**config.mk**
```make
export PLATFORM = sky130hd
export DESIGN_NAME = timer_bank_flat
export DESIGN_NICKNAME = d
export VERILOG_FILES = /design/src/rtl/timer_bank_if.sv /design/src/rtl/timer_bank.sv /design/src/flat_wrapper.sv
export SDC_FILE = /design/constraint.sdc
export NUM_CORES = 1
export LEC_CHECK = 0
export ABC_AREA = 0
export ABC_CLOCK_PERIOD_IN_PS = 3800
export BUFFER_PORTS_ARGS = -buffer_cell sky130_fd_sc_hd__buf_4
export CAP_MARGIN = 20
export CORE_MARGIN = 3
export CORE_UTILIZATION = 55
export CTS_BUF_LIST = sky130_fd_sc_hd__clkbuf_8
export DETAILED_ROUTE_END_ITERATION = 8
export PLACE_DENSITY = 0.87
export SLEW_MARGIN = 10
export SYNTH_ARGS = -nofsm -noshare
export SYNTH_HDL_FRONTEND = slang
export SYNTH_SLANG_ARGS = --single-unit
```
**constraint.sdc**
```tcl
create_clock -name clk -period 3.8 [get_ports clk]
set_input_delay 0.76 -clock clk [delete_from_list [all_inputs] [get_ports clk]]
set_output_delay 0.76 -clock clk [all_outputs]
set_load 0.02 [all_outputs]
```
**src/rtl/timer_bank_if.sv**
```systemverilog
// Register bus of timer_bank: word address, write strobe, write data and
// combinational read data. The timer drives rdata through the slave modport.
interface timer_bank_if #(
  parameter int NUM_TIMERS = 2
);
  localparam int CHW = (NUM_TIMERS > 1) ? $clog2(NUM_TIMERS) : 1;

  logic [CHW+1:0] addr;
  logic           we;
  logic [31:0]    wdata;
  logic [31:0]    rdata;

  modport master (output addr, output we, output wdata, input rdata);
  modport slave  (input addr, input we, input wdata, output rdata);
endinterface

```
**src/rtl/timer_bank.sv**
```systemverilog
// Bank of NUM_TIMERS down-counting timers, each with CTRL/PRESET/COUNT/STATUS registers.
// Defining TIMER_PRESCALE_EN adds an 8-bit per-channel tick prescaler programmed via CTRL[15:8].
module timer_bank #(
  parameter int NUM_TIMERS = 2,
  parameter int WIDTH      = 32
) (
  input  logic                  clk,
  input  logic                  rst,
  timer_bank_if.slave           bus,
  output logic [NUM_TIMERS-1:0] irq
);
  localparam int CHW = (NUM_TIMERS > 1) ? $clog2(NUM_TIMERS) : 1;

  typedef enum logic [1:0] {IDLE, CNT, INT} state_e;

  logic [CHW-1:0] chSel;
  logic [31:0]    chRdata [NUM_TIMERS];
  logic           unused_bits;

  assign chSel       = bus.addr[CHW+1:2];
  assign unused_bits = ^bus.wdata;

  for (genvar i = 0; i < NUM_TIMERS; i++) begin : g_ch
    state_e           state_q, state_d;
    logic             en_q, en_d, mode_q, mode_d, im_q, im_d, pend_q, pend_d;
    logic [WIDTH-1:0] preset_q, preset_d, count_q, count_d;
    logic [7:0]       psField;
    logic             tick, hit, wrCtrl, wrPreset, wrStatus, pendSet;
    logic [31:0]      rd;

    assign hit      = bus.we && (chSel == CHW'(i));
    assign wrCtrl   = hit && (bus.addr[1:0] == 2'd0);
    assign wrPreset = hit && (bus.addr[1:0] == 2'd1);
    assign wrStatus = hit && (bus.addr[1:0] == 2'd3);

`ifdef TIMER_PRESCALE_EN
    logic [7:0] ps_q, ps_d, psc_q, psc_d;

    assign psField = ps_q;
    assign tick    = (psc_q == ps_q);
`else
    assign psField = 8'h00;
    assign tick    = 1'b1;
`endif

    always_comb begin
      state_d  = state_q;
      en_d     = en_q;
      mode_d   = mode_q;
      im_d     = im_q;
      preset_d = preset_q;
      count_d  = count_q;
      pend_d   = pend_q;
      pendSet  = 1'b0;
`ifdef TIMER_PRESCALE_EN
      ps_d     = ps_q;
      psc_d    = psc_q;
`endif
      case (state_q)
        IDLE: begin
          if (en_q) begin
            count_d = preset_q;
            state_d = CNT;
`ifdef TIMER_PRESCALE_EN
            psc_d   = 8'h00;
`endif
          end
        end
        CNT: begin
`ifdef TIMER_PRESCALE_EN
          psc_d = tick ? 8'h00 : psc_q + 8'h01;
`endif
          // A final count of 1 or 0 both expire, so PRESET=0 behaves like PRESET=1.
          if (tick) begin
            if (count_q > WIDTH'(1)) begin
              count_d = count_q - WIDTH'(1);
            end else begin
              count_d = '0;
              pendSet = 1'b1;
              state_d = INT;
            end
          end
        end
        INT: begin
          if (mode_q) begin
            count_d = preset_q;
            state_d = CNT;
`ifdef TIMER_PRESCALE_EN
            psc_d   = 8'h00;
`endif
          end else begin
            en_d    = 1'b0;
            state_d = IDLE;
          end
        end
        default: state_d = IDLE;
      endcase

      if (wrCtrl) begin
        en_d   = bus.wdata[0];
        mode_d = bus.wdata[1];
        im_d   = bus.wdata[3];
`ifdef TIMER_PRESCALE_EN
        ps_d   = bus.wdata[15:8];
`endif
        // Disabling aborts the channel on this very edge and freezes COUNT.
        if (!bus.wdata[0]) begin
          state_d = IDLE;
          count_d = count_q;
          pendSet = 1'b0;
        end
      end
      if (wrPreset) preset_d = bus.wdata[WIDTH-1:0];
      if (wrStatus && bus.wdata[0]) pend_d = 1'b0;
      if (pendSet) pend_d = 1'b1;
    end

    always_ff @(posedge clk or negedge rst) begin
      if (!rst) begin
        state_q  <= IDLE;
        en_q     <= 1'b0;
        mode_q   <= 1'b0;
        im_q     <= 1'b0;
        preset_q <= '0;
        count_q  <= '0;
        pend_q   <= 1'b0;
`ifdef TIMER_PRESCALE_EN
        ps_q     <= 8'h00;
        psc_q    <= 8'h00;
`endif
      end else begin
        state_q  <= state_d;
        en_q     <= en_d;
        mode_q   <= mode_d;
        im_q     <= im_d;
        preset_q <= preset_d;
        count_q  <= count_d;
        pend_q   <= pend_d;
`ifdef TIMER_PRESCALE_EN
        ps_q     <= ps_d;
        psc_q    <= psc_d;
`endif
      end
    end

    always_comb begin
      rd = '0;
      case (bus.addr[1:0])
        2'd0:    rd[15:0]      = {psField, 4'h0, im_q, 1'b0, mode_q, en_q};
        2'd1:    rd[WIDTH-1:0] = preset_q;
        2'd2:    rd[WIDTH-1:0] = count_q;
        default: rd[0]         = pend_q;
      endcase
    end

    assign chRdata[i] = rd;
    assign irq[i]     = pend_q & im_q;
  end

  // Channel indices with no timer behind them fall through to zero.
  always_comb begin
    bus.rdata = '0;
    for (int i = 0; i < NUM_TIMERS; i++) begin
      if (chSel == CHW'(i)) bus.rdata = chRdata[i];
    end
  end
endmodule

```
**src/flat_wrapper.sv**
```systemverilog
// flat-port wrapper written by rule: the top's interface ports become plain ports
module timer_bank_flat 
#(
  parameter int NUM_TIMERS = 2,
  parameter int WIDTH      = 32
)
  (clk, rst, irq, bus_addr, bus_we, bus_wdata, bus_rdata);
  timer_bank_if #(.NUM_TIMERS(NUM_TIMERS)) bus_i ();
  input  logic clk;
  input  logic rst;
  output logic [NUM_TIMERS-1:0] irq;
  input wire logic [$bits(bus_i.addr)-1:0] bus_addr;
  input wire logic [$bits(bus_i.we)-1:0] bus_we;
  input wire logic [$bits(bus_i.wdata)-1:0] bus_wdata;
  output wire logic [$bits(bus_i.rdata)-1:0] bus_rdata;
  assign bus_i.addr = bus_addr;
  assign bus_i.we = bus_we;
  assign bus_i.wdata = bus_wdata;
  assign bus_rdata = bus_i.rdata;
  timer_bank #(.NUM_TIMERS(NUM_TIMERS), .WIDTH(WIDTH)) u_core (.clk(clk), .rst(rst), .bus(bus_i), .irq(irq));
endmodule
```
* Yosys cells after proc, flatten, opt, wreduce, memory -nomap -nowiden
Cells that the tools add are included.
** Word-level totals
- Flip-flop bits (word level) :: 140
- Latch bits :: 0
- RAM bits :: 0
- Bits in read-only memories :: 0
- Word-level logic and storage cells :: 100
- Memories :: 0
** Cells by class
- $add $sub $neg :: 2
- Multiply operators :: 0
- Divide/modulo/power cells :: 0
- Magnitude comparators :: 2
- Eq/ne operators :: 11
- Shift-type cells :: 0
- Muxes and demuxes :: 49
- Bitwise logic cells :: 3
- Reductions and logical operators :: 19
** Operator list (number)
- 32-bit two-way mux :: 11
- 32-bit case mux with 3 select lines :: 2
- 15-bit case mux with 3 select lines :: 2
- 32-bit by 1-bit > comparator with 1-bit output (second input constant) :: 2
- 16-bit case mux with 2 select lines :: 2
- 32-bit by 1-bit subtractor with 32-bit output (second input constant) :: 2
- 1-bit two-way mux :: 20
- 2-bit two-way mux :: 8
- 2-bit case mux with 3 select lines :: 2
- 1-bit logical AND :: 10
- 2-bit == test (second input constant) :: 4
- 2-bit != test (second input constant) :: 4
- 2-bit nonzero test :: 4
- 2-bit by 1-bit == test with 1-bit output (second input constant) :: 3
- 2-bit logical NOT :: 3
- 1-bit case mux with 3 select lines :: 2
- 2-bit AND reduction :: 2
- 1-bit AND :: 2
- 1-bit NOT :: 1

* Logic depth before layout (Yosys ltp)
Gate-level depths: netlist of the first run.
- Depth in word-level cells :: 6
- Depth in mapped cells :: 11
- Depth with buffers taken out :: 8

* Least setup slack after synthesis of the first run
Ideal clock, no wire load.
- Path kind :: input-to-output
- Start point :: input port bus_addr[1]
- End point :: output port bus_rdata[27]
- Arrival :: 2.260 ns
- Slack :: 0.780 ns
- Cell stages on the path :: 6
- Cell sequence :: inv_1 ha_1 clkbuf_1 clkbuf_1 a22oi_1 a211oi_1
** On the way
- Longest elaborated chain between the ends :: 3
** RTL lines
- start, declared :: line flat_wrapper.sv:12 : input wire logic [$bits(bus_i.addr)-1:0] bus_addr;
- 2-bit == test or 2-bit by 1-bit == test with 1-bit output (tied branches) :: line timer_bank.sv:148 : case (bus.addr[1:0])
- 16-bit case mux with 2 select lines :: line timer_bank.sv:148
- 32-bit two-way mux (*) :: line timer_bank.sv:164 : if (chSel == CHW'(i)) bus.rdata = chRdata[i];
- end, declared :: line flat_wrapper.sv:15 : output wire logic [$bits(bus_i.rdata)-1:0] bus_rdata;
Mark *: on every way between the ends. The rest lies on a longest branch, timed or not.

* Worst setup path after layout of the first run
- Start point :: input port bus_addr[0]
- End point :: output port bus_rdata[11]
** On the way
- Longest elaborated chain between the ends :: 3
** RTL lines (line)
- 2-bit == test, or another cell as far along :: timer_bank.sv:148
- 15-bit case mux with 3 select lines :: timer_bank.sv:148
- 32-bit two-way mux (*) :: timer_bank.sv:164
Marks and branches as above.

==> results of run 1 <==
[per-stage QoR]
stage / setup WS, ns / hold slack, ns / power, W / utilization (%)
after floorplan: 0.780 / 0.459 / 0.00423 / -
after global placement: 0.558 / 0.475 / 0.00504 / 62.2
after detailed placement: 0.524 / 0.486 / 0.00513 / 62.2
after CTS: 0.517 / 0.433 / 0.00639 / 65.1
after global routing: 0.379 / 0.458 / 0.00683 / 65.1
final: 0.459 / 0.401 / 0.00651 / 65.1
[state kept, by name (all words and copies together) (netlist names)]
signal,count
u_core.g_ch.state_q,4
u_core.g_ch.en_q,2
u_core.g_ch.im_q,2
u_core.g_ch.pend_q,2
u_core.g_ch.preset_q,64
u_core.g_ch.mode_q,2
u_core.g_ch.count_q,64
[cells in the mapped netlist, types with 18 or more instances]
cell type and number:
inv_1 18, dfrtp_1 140, nor3_1 20, a221oi_1 30, nand2_1 58, o21ai_0 60, a21oi_1 30, clkbuf_1 57
a22oi_1 39, mux2_2 66, nor2_1 53, nor4_1 18, a211oi_1 33
[worst max path at each step]
| stage | depth (start not counted) | slack [ns] | endpoint |
|---|---|---|---|
| after floorplan | 6 | 0.78 | bus_rdata[27] |
| after global placement | 7 | 0.56 | bus_rdata[11] |
| after detailed placement | 7 | 0.52 | bus_rdata[11] |
| after CTS | 7 | 0.52 | bus_rdata[11] |
| after global routing | 7 | 0.38 | u_core.g_ch[0].count_q[3]$_DFFE_PN0P_ |
| final | 7 | 0.46 | bus_rdata[11] |
[layer usage]
layer / routed length, microns / part of all wire, %
met2: 11600 / 45
met5: 0 / 0
met1: 9940 / 39
met4: 1080 / 4.2
met3: 3070 / 12
[cells by family after synthesis]
kind of cell | count (synthesis)
AO/OA/AOI/OAI | 289
AND/OR/NAND/NOR | 231
flip-flops | 140
buffers and inverters | 84
multiplexers | 72
adder cells (fa/ha/maj) | 9
[area by class of cell]
type	instances	share of cell area [%]
Sequential cell	140	38.3
Clock buffer	20	3.01
Timing Repair Buffer	94	8.17
Clock inverter	11	1.38
Multi-Input combinational cell	601	45.9
Tap cell	180	2.46
Inverter	18	0.739
[cells in the final DEF (no fill, tap or decap), types with 4 or more instances in the layout]
cell       netlist  routed
and3_1          11      11
a211oi_1        33      32
o31ai_1          6       6
a32oi_1          6       6
mux2i_1          5       5
clkinv_2         0       5
o2bb2ai_1        7       7
o21ai_0         60      60
a32o_1           4       4
mux2_2          66      66
ha_1             9       7
a22oi_1         39      39
o211ai_1        12      12
nor3_1          20      20
o41ai_1          4       4
o311ai_0        14      14
inv_1           18      21
clkbuf_8         0      20
nand2_1         58      58
or3_1            7       7
buf_4            1      90
a22o_1          15      15
nand2b_1         8       8
nand3_1         15      15
a221o_1          4       4
or2_2            6       6
a21oi_1         30      30
nor2_1          53      53
or4_1           14      14
dfrtp_1        140     140
a221oi_1        30      30
nor4_1          18      18
[worst max-delay path, delay by kind of cell]
kind | cells | cell delay (ns)
buffers and inverters | 4 | 0.71
AO/OA/AOI/OAI | 2 | 0.60
adder cells (fa/ha/maj) | 1 | 0.50
[power breakdown]
group          switching (W)  internal, W  leakage (nW)
registers           0.000759      0.00198          1.72
clock network       0.000568     0.000685         0.222
logic                0.00146      0.00106          1.84
==> metrics.md, run 1 <==
| Metric | Value |
|---|---|
| Outcome | complete, no violations |
| Final TNS setup | 0 ns |
| Max transition margin | 31.0% |
| I/O pins | 72 |
| CTS Buf Count | 17 |
| Vias per cell | 7.34 |
| Max Transition Viols Final | 0 |
| Synth Area in Compound Gates | 26.1% |
| DR WL/cell | 24.2 microns |
| Pre-antenna DRT Iters | 7 |
| Fin area | 9150 sq um |
| Worst R2R Start | u_core.g_ch[0].count_q[17]$_DFFE_PN0P_ |
| Placer Congestion | 0.980 |
| Setup violators final | 0 |
| Flop-to-flop setup slack | 0.61 ns |
| WP data required | 3.04 ns |
| TritonCTS sink count | 140 |
| Critical Path Max Stage Delay | 0.50 ns |
| CP Max Fanout | 40 |
| Final net count | 919 |
| Post-synth EDFFs | 0 |
| Seq/Total Area, Yosys | 43.7% |
| Vias in the first global route | 7293 |
| FF/Latch Area | 3500 sq um |
| Multi-input combinational cell area | 4200 sq um |
| Layout cells sized above 1 | 23.0% |
| Post-CTS Resized | 0 |
| Mux contribution to synthesized area | 10.2% |
| Clk buf depth | 2 |
| Final Hold Viols | 0 |
| Port bufs | 71 |
| YS warnings | 0 |
| Post-route clock period utilization | 87.9% |
| Die height | 127 microns |
| Area grow syn2layout | 14.1% |
| Critical Path AT | 2.58 ns |
| Worst R2R End | u_core.g_ch[0].count_q[26]$_DFFE_PN0P_ |
| Async set-reset flop share out of synthesis | 100% |
| Met3 usage | 7.83% |
| Htree depth | 4 |
| GR peak layer | met2 |
| Register bit total from synthesis | 140 |
| Clock insertion delay at the later pin of the skew report | 0.46 ns |
| CP max-delay cell | ha_2 |
| Clock Skew | 0.0110 ns |
| Largest net degree at the start of global routing | 98 |
| Max Fclk | 299 MHz |
| Worst vdd ir | 0.000467 V |
| Fill cells | 1111 |
| Yosys top cell area share | 43.7% |
| Startpoint Class | input pin |
| Cell accounting for the most synthesized area | dfrtp_1 |
| Post-Syn Instances | 825 |
| Main combinational cell family by area after synthesis | compound AO/OA/AOI/OAI gates |
| CTS Root Cell | clkbuf_8 |
| Synth area leaders | dfrtp_1 (44%), mux2_2 (9.3%), o21ai_0 (3.7%) |
| Cts hold-fix bufs | 0 |
| # rows | 43 |
| CTS clock-pin slew for the worst setup and hold paths | 0.08 ns |
| Hpwl dp | 17900 microns |
| Initial antenna violation count | 0 |
| Netlist Area Pre-Place | 8010 sq um |
| Static Leak | 3.79 nW |
| Setup crit start | bus_addr[0] |
| Setup Buffers After CTS | 0 |
| DRC violation total after the first TritonRoute iteration | 1391 |
| Post-layout min period | 3.34 ns |
| Grt met1 use | 43.8% |
| Drt drc | 0 |
| Xor/xnor share of the synthesized area | 0% |
| Vias | 7812 |
| Mean Syn Cell Area | 9.71 sq um |
| Mapped Nets | 872 |
| Pwr/cell area | 712 nW/um^2 |
| Max Cap Viol | 0 |
| Post-Synth Adder-Cell Area | 1.41% |
| Final ANT Viol Nets | 0 |
| Synth cell types | 60 |
| Critical path class | in -> out |
| Post-Layout Cell Count | 1064 |
| Crit. End Element | output pin |
| Ant diodes | 0 |
| Top FF cell, synth | dfrtp_1 |
| Core Area | 14000 sq um |
| Simple-gate share of the synthesized area | 14.6% |
| DP Cell Count | 1032 |
| Global-route wire length before repair | 40200 microns |
| Hold Path Class | in -> async |
| Worst-Margin Slew | 1.03 ns |
| Tot GR Track Use | 31.7% |
| Die width | 127 microns |
| Total Die Area | 16100 sq um |
| GRT overflow | 0 |
| Total Wirelength | 25700 microns |
| Met2 usage | 48.8% |
| Sequence of cells on the critical path | buf_4 -> inv_1 -> ha_2 -> buf_12 -> a221oi_1 -> a211oi_1 -> buf_4 |
| Initial Utilization | 57.1% |
| CTS tree | yes |
| R2R cell count | 7 |
| Cell mode on critical path | buf_4 |
| Cell area after placement | 8740 sq um |
| Unrepaired setup endpoints after global routing | false |
Power figures use the tool's default switching activity.
==> run 2: changes to the inputs <==
--- a/config.mk
+++ b/config.mk
@@ -5,15 +5,15 @@
 export SDC_FILE = /design/constraint.sdc
 export NUM_CORES = 1
 export LEC_CHECK = 0
-export ABC_AREA = 0
+export ABC_AREA = 1
 export ABC_CLOCK_PERIOD_IN_PS = 3800
-export BUFFER_PORTS_ARGS = -buffer_cell sky130_fd_sc_hd__buf_4
 export CAP_MARGIN = 20
 export CORE_MARGIN = 3
 export CORE_UTILIZATION = 55
 export CTS_BUF_LIST = sky130_fd_sc_hd__clkbuf_8
 export DETAILED_ROUTE_END_ITERATION = 8
-export PLACE_DENSITY = 0.87
+export DONT_BUFFER_PORTS = 1
+export PLACE_DENSITY = 0.82
 export SLEW_MARGIN = 10
 export SYNTH_ARGS = -nofsm -noshare
 export SYNTH_HDL_FRONTEND = slang
==> run 2 against run 1 <==
Against the previous run:
- the flow now finishes with violations (hold timing)
- via count grew 12%
- sequential share of layout area shrank 0.96 points
- non-clock buffer count fell by 50
- clock skew is 0.0079 ns higher
- synthesized cell count increased by 49%
- flip-flop and latch count unchanged
- die area grew 7.7%
- worst setup slack better by 0.18 ns
- first-iteration DRC count down 27%
- global-route usage decreased by 1.3 points
- area after synthesis grew 8.1%
- power is essentially flat
- critical endpoint is now bus_rdata[18]
- highest routed layer unchanged
==> metrics.md, run 2 <==
| Metric | Value |
|---|---|
| GRT overflow | 0 |
| Hpwl dp | 18300 microns |
| Final net count | 1280 |
| Vias | 8748 |
| Clock insertion delay at the later pin of the skew report | 0.48 ns |
| Post-layout min period | 3.16 ns |
| Final Hold Viols | 54 |
| Most frequent cells after synthesis | nand2_1 (294), a21oi_1 (190), nor2_1 (173) |
| Final worst slack | 0.644 ns |
| Tot GR Track Use | 30.3% |
| Drt drc | 0 |
| Post-Layout Cell Count | 1457 |
| Final ANT Viol Nets | 0 |
| Vias in the first global route | 8227 |
| Port bufs | 0 |
| CTS Root Cell | clkbuf_8 |
| Die width | 131 microns |
| Failing checks | hold timing |
| Count leader, synth | nand2_1 |
| Worst vdd ir | 0.000397 V |
| Final TNS setup | 0 ns |
| Critical path class | in -> out |
| CTS Buf Count | 17 |
| Max transition margin | 43.1% |
| Startpoint Class | input pin |
| Crit. End Element | output pin |
| Largest registers | u_core.g_ch.count_q: 64 flops, u_core.g_ch.preset_q: 64 flops, u_core.g_ch.state_q: 4 flops |
| Worst R2R Start | u_core.g_ch[1].count_q[0]$_DFFE_PN0P_ |
| Initial antenna violation count | 0 |
| Sw Share | 45.8% |
| Setup crit start | bus_addr[0] |
| Sequential power share | 42.3% |
| CTS clock-pin slew for the worst setup and hold paths | 0.09 ns |
| Hold Path Class | in -> async |
| Max Transition Viols Final | 0 |
| Total Die Area | 17300 sq um |
| Vias per cell | 6.00 |
| Max Cap Viol | 0 |
| Hold slack | -0.0218 ns |
| Static Leak | 4.39 nW |
| Unrepaired setup endpoints after global routing | false |
| Net Sw Power | 0.00298 W |
| TritonCTS sink count | 140 |
| Clock Skew | 0.0189 ns |
| CP Max Fanout | 26 |
| YS warnings | 0 |
| Fill cells | 1406 |
| Post-Place Worst Slack | 0.694 ns |
| Mean Syn Cell Area | 7.04 sq um |
| Internal | 0.00353 W |
| Htree depth | 4 |
| Max Fclk | 317 MHz |
| Yosys top cell area share | 40.5% |
| DRC violation total after the first TritonRoute iteration | 1016 |
| Worst-Margin Slew | 0.851 ns |
| Global-route wire length before repair | 42400 microns |
| Post-CTS Resized | 0 |
| Die height | 131 microns |
| WP data required | 3.04 ns |
| I/O pins | 72 |
| Core Area | 15300 sq um |
| Pwr/cell area | 694 nW/um^2 |
| Netlist Area Pre-Place | 8660 sq um |
| Total Power | 0.00651 W |
| Most frequent cells in the layout | nand2_1 (292), a21oi_1 (190), nor2_1 (173), dfrtp_1 (140), inv_1 (101) |
| Post-synth EDFFs | 0 |
| Seq/Total Area, Yosys | 40.5% |
| Largest net degree at the start of global routing | 141 |
| Synth cell types | 36 |
| Pre-antenna DRT Iters | 6 |
| Comb power frac | 38.6% |
| CTS tree | yes |
| Critical Path AT | 2.40 ns |
| DP Cell Count | 1425 |
| Cell accounting for the most synthesized area | dfrtp_1 |
| Clock Power Share | 19.1% |
| R2R cell count | 10 |
| Async set-reset flop share out of synthesis | 100% |
| DR WL/cell | 18.2 microns |
| Register bit total from synthesis | 140 |
| Layout cells sized above 1 | 8.67% |
| Mapped Nets | 1278 |
| Post-route clock period utilization | 83.1% |
| Outcome | finished with violations |
| Top FF cell, synth | dfrtp_1 |
| Clk buf depth | 2 |
| Initial Utilization | 56.6% |
| Ant diodes | 0 |
| # rows | 45 |
| Total Wirelength | 26400 microns |
| Synth area leaders | dfrtp_1 (40%), nand2_1 (13%), a21oi_1 (11%) |
| Post-Syn Instances | 1231 |
| Area grow syn2layout | 8.29% |
| Most common cell after layout, fill and taps aside | nand2_1 |
| Placer Congestion | 0.954 |
| Setup Buffers After CTS | 0 |
| Setup violators final | 0 |
-- run 2: critical path, stage by stage --
cell and delay, ns:
inv_1 0.06, ha_2 0.40, buf_4 0.35, a21oi_1 0.11, a221oi_1 0.48, buf_4 0.23
-- run 2: per-stage QoR --
step,util (%),area [sq um]
after global routing,61.2,9380
after CTS,61.2,9380
after detailed placement,58.6,8980
final,61.2,9380
after floorplan,-,8660
after global placement,58.6,8980
-- run 2: final timing paths --
| path | to | slack [ns] |
|---|---|---|
| max in group asynchronous | u_core.g_ch[0].preset_q[15]$_DFFE_PN0P_ | 3.60 |
| worst max-delay path | bus_rdata[18] | 0.64 |
| worst min register to register | u_core.g_ch[0].preset_q[1]$_DFFE_PN0P_ | 0.52 |
| min in group clk | u_core.g_ch[1].preset_q[20]$_DFFE_PN0P_ | 0.44 |
| worst max register to register | u_core.g_ch[1].count_q[3]$_DFFE_PN0P_ | 1.43 |
| worst min-delay path | u_core.g_ch[0].count_q[27]$_DFFE_PN0P_ | -0.02 |
-- run 2: layout make-up --
cell class / count / area [sq um] / share of cell area [%]
Timing Repair Buffer: 44 / 330 / 3.52
Sequential cell: 140 / 3500 / 37.4
Clock inverter: 13 / 141 / 1.51
Tap cell: 211 / 264 / 2.81
Inverter: 106 / 398 / 4.24
Multi-Input combinational cell: 924 / 4480 / 47.8
Clock buffer: 19 / 262 / 2.79
-- run 2: layer usage --
| layer | track usage [%] | vias up | share of wire [%] |
|---|---|---|---|
| met2 | 47.8 | 503 | 45 |
| li1 | - | 4053 | - |
| met3 | 5.93 | 72 | 9.5 |
| met1 | 41.5 | 4120 | 42 |
| met4 | 12.0 | 0 | 3.5 |
| met5 | 0 | - | 0 |
-- run 2: power groups by stage --
stage	registers, W	clock network [W]	logic [W]
2_1_floorplan	0.00247	0	0.00198
3_3_place_gp	0.00273	0	0.00240
3_5_place_dp	0.00273	0	0.00247
4_1_cts	0.00271	0.00125	0.00249
5_1_grt	0.00281	0.00132	0.00283
6_report	0.00275	0.00124	0.00252
-- run 2: kinds of logic (layout without fill, tap and decap cells) --
family | Yosys count | in the layout | share of synthesized area [%]
xor gates and xnor gates | 28 | 28 | 2.83
DFF | 140 | 140 | 40.5
AOI/OAI and AO/OA | 325 | 325 | 20.9
buffers and inverters | 167 | 182 | 7.93
and+or+nand+nor | 562 | 562 | 26.6
adders and majority gates | 9 | 9 | 1.30
